[src/rtl/palette_pkg.sv]
// Shared types, default fire palette and the colour-cycling index rotation
// used by the palette lookup arbiter.
package palette_pkg;

  localparam int PAL_IDX_W   = 4;
  localparam int RGB_W       = 24;
  localparam int PAL_ENTRIES = 16;

  typedef logic [RGB_W-1:0]     rgb_t;
  typedef logic [PAL_IDX_W-1:0] pal_idx_t;

  // Entry 0 is the transparent colour; 1..15 form the animated fire gradient.
  localparam rgb_t PAL_DEFAULT [0:PAL_ENTRIES-1] = '{
    24'h000000, 24'hf6cd47, 24'hec8039, 24'hed5d1a,
    24'hf03c13, 24'hd03e23, 24'hf20f03, 24'hac2417,
    24'hc80b05, 24'h980604, 24'h760304, 24'h590203,
    24'h3f0102, 24'h270001, 24'h150000, 24'h030000
  };

  function automatic pal_idx_t pal_rotate(input pal_idx_t idx, input pal_idx_t offset);
    logic [4:0] sum;
    sum = 5'd0;
    if (idx == 4'd0) begin
      pal_rotate = 4'd0;
    end else begin
      sum = {1'b0, idx} - 5'd1 + {1'b0, offset};
      if (sum >= 5'd15) begin
        sum = sum - 5'd15;
      end else begin
        sum = sum;
      end
      pal_rotate = sum[3:0] + 4'd1;
    end
  endfunction

endpackage

[src/rtl/rr_arb2.sv]
// Two-way round-robin arbiter; the pointer remembers the last granted
// requester and only moves when a transfer is actually accepted.
module rr_arb2 (
  input  logic       clk,
  input  logic       rst,
  input  logic [1:0] req,
  input  logic       accept,
  output logic       grant
);

  logic last_q;
  logic last_d;

  // Prefer requester 1 only when it is alone or requester 0 won last time.
  always_comb begin
    grant  = req[1] & (~req[0] | ~last_q);
    last_d = last_q;
    if (accept) begin
      last_d = grant;
    end else begin
      last_d = last_q;
    end
  end

  // Pointer register, reset as if requester 1 was granted last.
  always_ff @(posedge clk or posedge rst) begin
    if (rst) begin
      last_q <= 1'b1;
    end else begin
      last_q <= last_d;
    end
  end

endmodule

[src/rtl/palette_lookup_arbiter.sv]
// Shares a 16x24 palette between the map and sprite renderers through a
// round-robin arbiter and a 2-stage lookup pipeline with colour cycling.
module palette_lookup_arbiter
  import palette_pkg::*;
#(
  parameter int TAG_W    = 4,
  parameter int ANIM_DIV = 4
) (
  input  logic             i_clk,
  input  logic             i_rst,
  input  logic             i_frame_tick,
  input  logic             i_anim_en,
  input  logic             i_req0_valid,
  output logic             o_req0_ready,
  input  logic [3:0]       i_req0_idx,
  input  logic [TAG_W-1:0] i_req0_tag,
  input  logic             i_req1_valid,
  output logic             o_req1_ready,
  input  logic [3:0]       i_req1_idx,
  input  logic [TAG_W-1:0] i_req1_tag,
  input  logic             i_pal_we,
  input  logic [3:0]       i_pal_waddr,
  input  logic [23:0]      i_pal_wdata,
  output logic             o_rsp_valid,
  input  logic             i_rsp_ready,
  output logic [23:0]      o_rsp_rgb,
  output logic             o_rsp_transp,
  output logic             o_rsp_src,
  output logic [TAG_W-1:0] o_rsp_tag
);

  localparam int CNT_W = (ANIM_DIV > 1) ? $clog2(ANIM_DIV) : 1;
  localparam logic [CNT_W-1:0] CNT_LAST = CNT_W'(ANIM_DIV - 1);
  localparam pal_idx_t OFFSET_MAX = 4'd14;

  rgb_t             pal_q [PAL_ENTRIES];
  rgb_t             pal_d [PAL_ENTRIES];
  logic [CNT_W-1:0] cnt_q, cnt_d;
  pal_idx_t         offset_q, offset_d;

  logic             a_valid_q, a_valid_d;
  logic             a_src_q, a_src_d;
  logic             a_transp_q, a_transp_d;
  pal_idx_t         a_eff_q, a_eff_d;
  logic [TAG_W-1:0] a_tag_q, a_tag_d;

  logic             b_valid_q, b_valid_d;
  logic             b_src_q, b_src_d;
  logic             b_transp_q, b_transp_d;
  rgb_t             b_rgb_q, b_rgb_d;
  logic [TAG_W-1:0] b_tag_q, b_tag_d;

  logic             adv_s;
  logic             grant_s;
  logic             accept_s;
  pal_idx_t         req_idx_s;

  assign adv_s        = ~b_valid_q | i_rsp_ready;
  assign o_req0_ready = adv_s & ~i_rst & ~grant_s;
  assign o_req1_ready = adv_s & ~i_rst & grant_s;
  assign accept_s     = (i_req0_valid & o_req0_ready) | (i_req1_valid & o_req1_ready);

  rr_arb2 u_arb (
    .clk    (i_clk),
    .rst    (i_rst),
    .req    ({i_req1_valid, i_req0_valid}),
    .accept (accept_s),
    .grant  (grant_s)
  );

  assign o_rsp_valid  = b_valid_q;
  assign o_rsp_rgb    = b_rgb_q;
  assign o_rsp_transp = b_transp_q;
  assign o_rsp_src    = b_src_q;
  assign o_rsp_tag    = b_tag_q;

  // Next-state for palette, animation and both pipeline stages.
  always_comb begin
    pal_d      = pal_q;
    cnt_d      = cnt_q;
    offset_d   = offset_q;
    a_valid_d  = a_valid_q;
    a_src_d    = a_src_q;
    a_transp_d = a_transp_q;
    a_eff_d    = a_eff_q;
    a_tag_d    = a_tag_q;
    b_valid_d  = b_valid_q;
    b_src_d    = b_src_q;
    b_transp_d = b_transp_q;
    b_rgb_d    = b_rgb_q;
    b_tag_d    = b_tag_q;
    req_idx_s  = grant_s ? i_req1_idx : i_req0_idx;

    if (i_pal_we && (i_pal_waddr != 4'd0)) begin
      pal_d[i_pal_waddr] = i_pal_wdata;
    end else begin
      pal_d = pal_q;
    end

    if (i_frame_tick && i_anim_en) begin
      if (cnt_q == CNT_LAST) begin
        cnt_d    = '0;
        offset_d = (offset_q == OFFSET_MAX) ? 4'd0 : offset_q + 4'd1;
      end else begin
        cnt_d = cnt_q + 1'b1;
      end
    end else begin
      cnt_d = cnt_q;
    end

    // Stage B reads the pre-write palette, so a same-cycle write is not seen.
    if (adv_s) begin
      b_valid_d = a_valid_q;
      if (a_valid_q) begin
        b_src_d    = a_src_q;
        b_transp_d = a_transp_q;
        b_rgb_d    = pal_q[a_eff_q];
        b_tag_d    = a_tag_q;
      end else begin
        b_rgb_d = b_rgb_q;
      end
      a_valid_d = accept_s;
      if (accept_s) begin
        a_src_d    = grant_s;
        a_tag_d    = grant_s ? i_req1_tag : i_req0_tag;
        a_transp_d = (req_idx_s == 4'd0);
        a_eff_d    = pal_rotate(req_idx_s, offset_q);
      end else begin
        a_eff_d = a_eff_q;
      end
    end else begin
      b_valid_d = b_valid_q;
    end
  end

  // State registers; reset drops in-flight requests and reloads the palette.
  always_ff @(posedge i_clk or posedge i_rst) begin
    if (i_rst) begin
      for (int i = 0; i < PAL_ENTRIES; i++) begin
        pal_q[i] <= PAL_DEFAULT[i];
      end
      cnt_q      <= '0;
      offset_q   <= 4'd0;
      a_valid_q  <= 1'b0;
      a_src_q    <= 1'b0;
      a_transp_q <= 1'b0;
      a_eff_q    <= 4'd0;
      a_tag_q    <= '0;
      b_valid_q  <= 1'b0;
      b_src_q    <= 1'b0;
      b_transp_q <= 1'b0;
      b_rgb_q    <= 24'h000000;
      b_tag_q    <= '0;
    end else begin
      pal_q      <= pal_d;
      cnt_q      <= cnt_d;
      offset_q   <= offset_d;
      a_valid_q  <= a_valid_d;
      a_src_q    <= a_src_d;
      a_transp_q <= a_transp_d;
      a_eff_q    <= a_eff_d;
      a_tag_q    <= a_tag_d;
      b_valid_q  <= b_valid_d;
      b_src_q    <= b_src_d;
      b_transp_q <= b_transp_d;
      b_rgb_q    <= b_rgb_d;
      b_tag_q    <= b_tag_d;
    end
  end

endmodule

[config.mk]
export PLATFORM = sky130hd
export DESIGN_NAME = palette_lookup_arbiter
export DESIGN_NICKNAME = d
export VERILOG_FILES = /design/src/rtl/palette_pkg.sv /design/src/rtl/rr_arb2.sv /design/src/rtl/palette_lookup_arbiter.sv
export SDC_FILE = /design/constraint.sdc
export NUM_CORES = 1
export LEC_CHECK = 0
export ABC_AREA = 0
export CAP_MARGIN = 10
export CORE_UTILIZATION = 61
export DETAILED_ROUTE_END_ITERATION = 12
export PLACE_DENSITY = 0.8
export SYNTH_ARGS = -nofsm -noshare
export SYNTH_HDL_FRONTEND = slang
export SYNTH_SLANG_ARGS = --single-unit
[constraint.sdc]
create_clock -name i_clk -period 16.65 [get_ports i_clk]
set_input_delay 3.33 -clock i_clk [delete_from_list [all_inputs] [get_ports i_clk]]
set_output_delay 3.33 -clock i_clk [all_outputs]
set_load 0.02 [all_outputs]
==> flow_summary.json <==
{
  "status": "completed",
  "startpoint_type": "input port",
  "p_leak_uw": 0.00922,
  "fin_skew_ps": 12.1,
  "grt_max_degree": 205,
  "path_max_fanout": 10,
  "yosysWarnings": 0,
  "cts_tree": "built",
  "die_height_um": 180,
  "worstSetupPathType": "in -> out",
  "end_kind": "output port",
  "path_depth": 4,
  "reg2reg_from": "u_arb.last_q$_DFFE_PP1N_",
  "path_clk_slew_ps": 60,
  "slew_viol_final": 0,
  "slowest_stage": "a21boi_1",
  "final.min_clock_period_ps": 8920,
  "fin_ws_ps": 7730,
  "synthAdderAreaFrac": 0.00683,
  "synth_area_per_cell_um2": 16.4,
  "report.final.setup_viol": 0,
  "wirelength_mm": 39.7,
  "root_buffer": "clkbuf_16",
  "crit_start": "i_req1_valid",
  "critPathArrivalTime_ps": 5590,
  "grt_pass1_wl_mm": 64.2,
  "cts-htree-levels": 2,
  "drc": 0,
  "ys.flop_type": "dfrtp_1",
  "switching_share": 0.276,
  "synth_seq_cells": 433,
  "dr_wl_met2_mm": 19.5,
  "viasPerCell": 6.24,
  "place_congestion": 0.747,
  "grt_usage": 0.258,
  "cts_resized": 0,
  "initialDrtViolationCount": 751,
  "dp.cells": 1558,
  "crit_buf_inv": 2,
  "routedWlPerCell_um": 24.2,
  "worst_pin_slew_ps": 1220,
  "r2r_slack_ps": 12780,
  "antenna_found_initial": 1,
  "crit_path_end": "o_req1_ready",
  "portBuffers": 84,
  "slowest_delay_ps": 860,
  "clock_latency_ps": 540,
  "postCtsSetupRepairBufs": 0,
  "initial_core_util": 0.627,
  "pre_cts_ws_ps": 7730,
  "finalCritPeriodShare": 0.536,
  "wl_met3_mm": 1.69,
  "cts_sinks": 433,
  "power_frac_comb": 0.289,
  "synth_edf_count": 0,
  "die_area_um2": 32500,
  "fillCellCount": 1934,
  "synth_cell_types": 45,
  "crit_top_cell": "clkdlybuf4s50_1",
  "p_int_uw": 2610,
  "synth_top_family_by_area": "multiplexers",
  "crit_family": "buffers and inverters",
  "rsz0062_at_grt": "false",
  "top_layer_used": "met4",
  "hold_buffers": 0,
  "synth-simple-area-share": 0.0137,
  "power_frac_seq": 0.419,
  "drt-met1-wl_mm": 17.8,
  "final_common_cell": "mux2_1",
  "p_switching_uw": 994,
  "grt_pass1_vias": 10910,
  "cp_cell_sequence": "clkdlybuf4s50_1, a21boi_1, and2_1, clkdlybuf4s50_1",
  "clock_path_buffers": 3,
  "drtAntennaViolNets": 0,
  "hold_violations": 0,
  "holdWs_ps": 371,
  "overflow": 0,
  "hold_path.class": "reg -> reg",
  "synthXorXnorAreaFrac": 0.00226,
  "irDropWorstVdd_v": 0.0000928,
  "muxShareOfSynthArea": 0.371,
  "synth_nets": 1245,
  "powerDensity_nw_per_um2": 164,
  "max_freq_mhz": 112,
  "cts_made_buffers": 45,
  "dp_hpwl_mm": 21.2,
  "pwr-share-clk": 0.292,
  "syn_inst": 1183,
  "crit_required_ps": 13320,
  "final-instance-count-excl-fill": 1644,
  "postSynth.asyncResetShare": 1.00,
  "maxCapViolations": 0,
  "pin_count": 85,
  "synth_compound_area_frac": 0.0109,
  "min-delay-start": "pal_q[379]$_DFFE_PP0P_",
  "dr.pass1.iters": 4,
  "most-common-layout-cells": "mux2_1 (352), dfrtp_1 (300), dfstp_2 (130), mux4_2 (120), clkdlybuf4s50_1 (84)",
  "rr_endpoint": "a_eff_q[2]$_DFFE_PP0P_",
  "netlist_area_um2": 19400,
  "worst-r2r-cell-count": 11,
  "final_util": 0.711,
  "drive_gt1_frac": 0.311,
  "worst_slew_margin_rel": 0.184,
  "ys_seq_area_frac": 0.566,
  "setup-tns-final_ps": 0,
  "nets": 1272,
  "core_area_um2": 31000,
  "area_growth_pct": 13.4,
  "die_w_um": 180,
  "vias": 10265,
  "row_count": 64
}
-- metal layers --
metal / vias up / track usage
met2: 196 / 0.415
met1: 5574 / 0.379
met5: - / 0
met4: 0 / 0.0598
li1: 4435 / -
met3: 60 / 0.0360
-- stage by stage --
stage | area [µm²] | power (µW)
final | 22000 | 3600
after global routing | 22000 | 3780
after floorplan | 19400 | 2290
after global placement | 20400 | 2520
after CTS | 22000 | 3640
after detailed placement | 20400 | 2570
-- kinds of logic after synthesis --
logic type,Yosys count
XOR/XNOR,5
AND/OR/NAND/NOR,52
buffers and inverters,131
AO/OA/AOI/OAI,31
adder cells (fa/ha/maj),10
multiplexers,521
flip-flops,433
-- Yosys cell counts, types with 4 or more instances --
cell type | instances | share of area
mux2_1 | 352 | 0.20
buf_2 | 12 | 0.0031
nand2b_1 | 5 | 0.0016
buf_1 | 4 | 0.00077
o21ai_1 | 6 | 0.0015
dfrtp_1 | 303 | 0.39
nor2_1 | 11 | 0.0021
mux2_2 | 38 | 0.022
ha_1 | 9 | 0.0058
mux4_2 | 120 | 0.14
nor2b_1 | 4 | 0.0013
nand2_1 | 13 | 0.0025
nand3_1 | 4 | 0.0010
a21o_1 | 4 | 0.0015
inv_1 | 12 | 0.0023
clkbuf_1 | 96 | 0.019
dfstp_2 | 130 | 0.18
mux2i_1 | 11 | 0.0057
-- worst register-to-register path: stages, from the launching register on --
cell	delay, ps
dfstp_2	370
a21boi_1	790
mux2i_1	240
ha_1	330
inv_1	40
ha_1	210
fa_1	590
o21ai_0	150
o22ai_1	340
mux2i_1	370
xor2_1	120
a22o_1	210
-- flip-flops by register name (all words and copies together), names as in the netlist, 2 cells and up --
name	count
o_rsp_rgb	24
offset_q	4
a_tag_q	4
cnt_q	2
o_rsp_tag	4
a_eff_q	4
pal_q	384
-- layout make-up --
type	instances	area, µm²	share of cell area
flip-flops and latches	433	11000	0.500
multi-input cells	619	7940	0.360
clock buffers	70	1320	0.0600
repair buffers	97	951	0.0432
well taps	396	495	0.0225
clock inverters	14	249	0.0113
inverters	14	60.1	0.00273
diodes	1	2.50	0.000114
-- power groups by stage --
stage          Sequential [µW]  Clock [µW]  Combinational, µW
2_1_floorplan             1490           0                800
3_5_place_dp              1520           0               1050
4_1_cts                   1510        1070               1060
5_1_grt                   1540        1120               1120
3_3_place_gp              1510           0               1020
6_report                  1510        1050               1040
-- worst min path at each step --
| stage | cells after the start | endpoint |
|---|---|---|
| after detailed placement | 0 | pal_q[373]$_DFFE_PP0P_ |
| after global routing | 0 | pal_q[368]$_DFFE_PP0P_ |
| after CTS | 0 | pal_q[361]$_DFFE_PP0P_ |
| final | 0 | pal_q[379]$_DFFE_PP0P_ |
| after global placement | 0 | pal_q[371]$_DFFE_PP0P_ |
| after floorplan | 1 | pal_q[360]$_DFFE_PP0P_ |
Note: power is estimated with default switching activity, not from simulation.
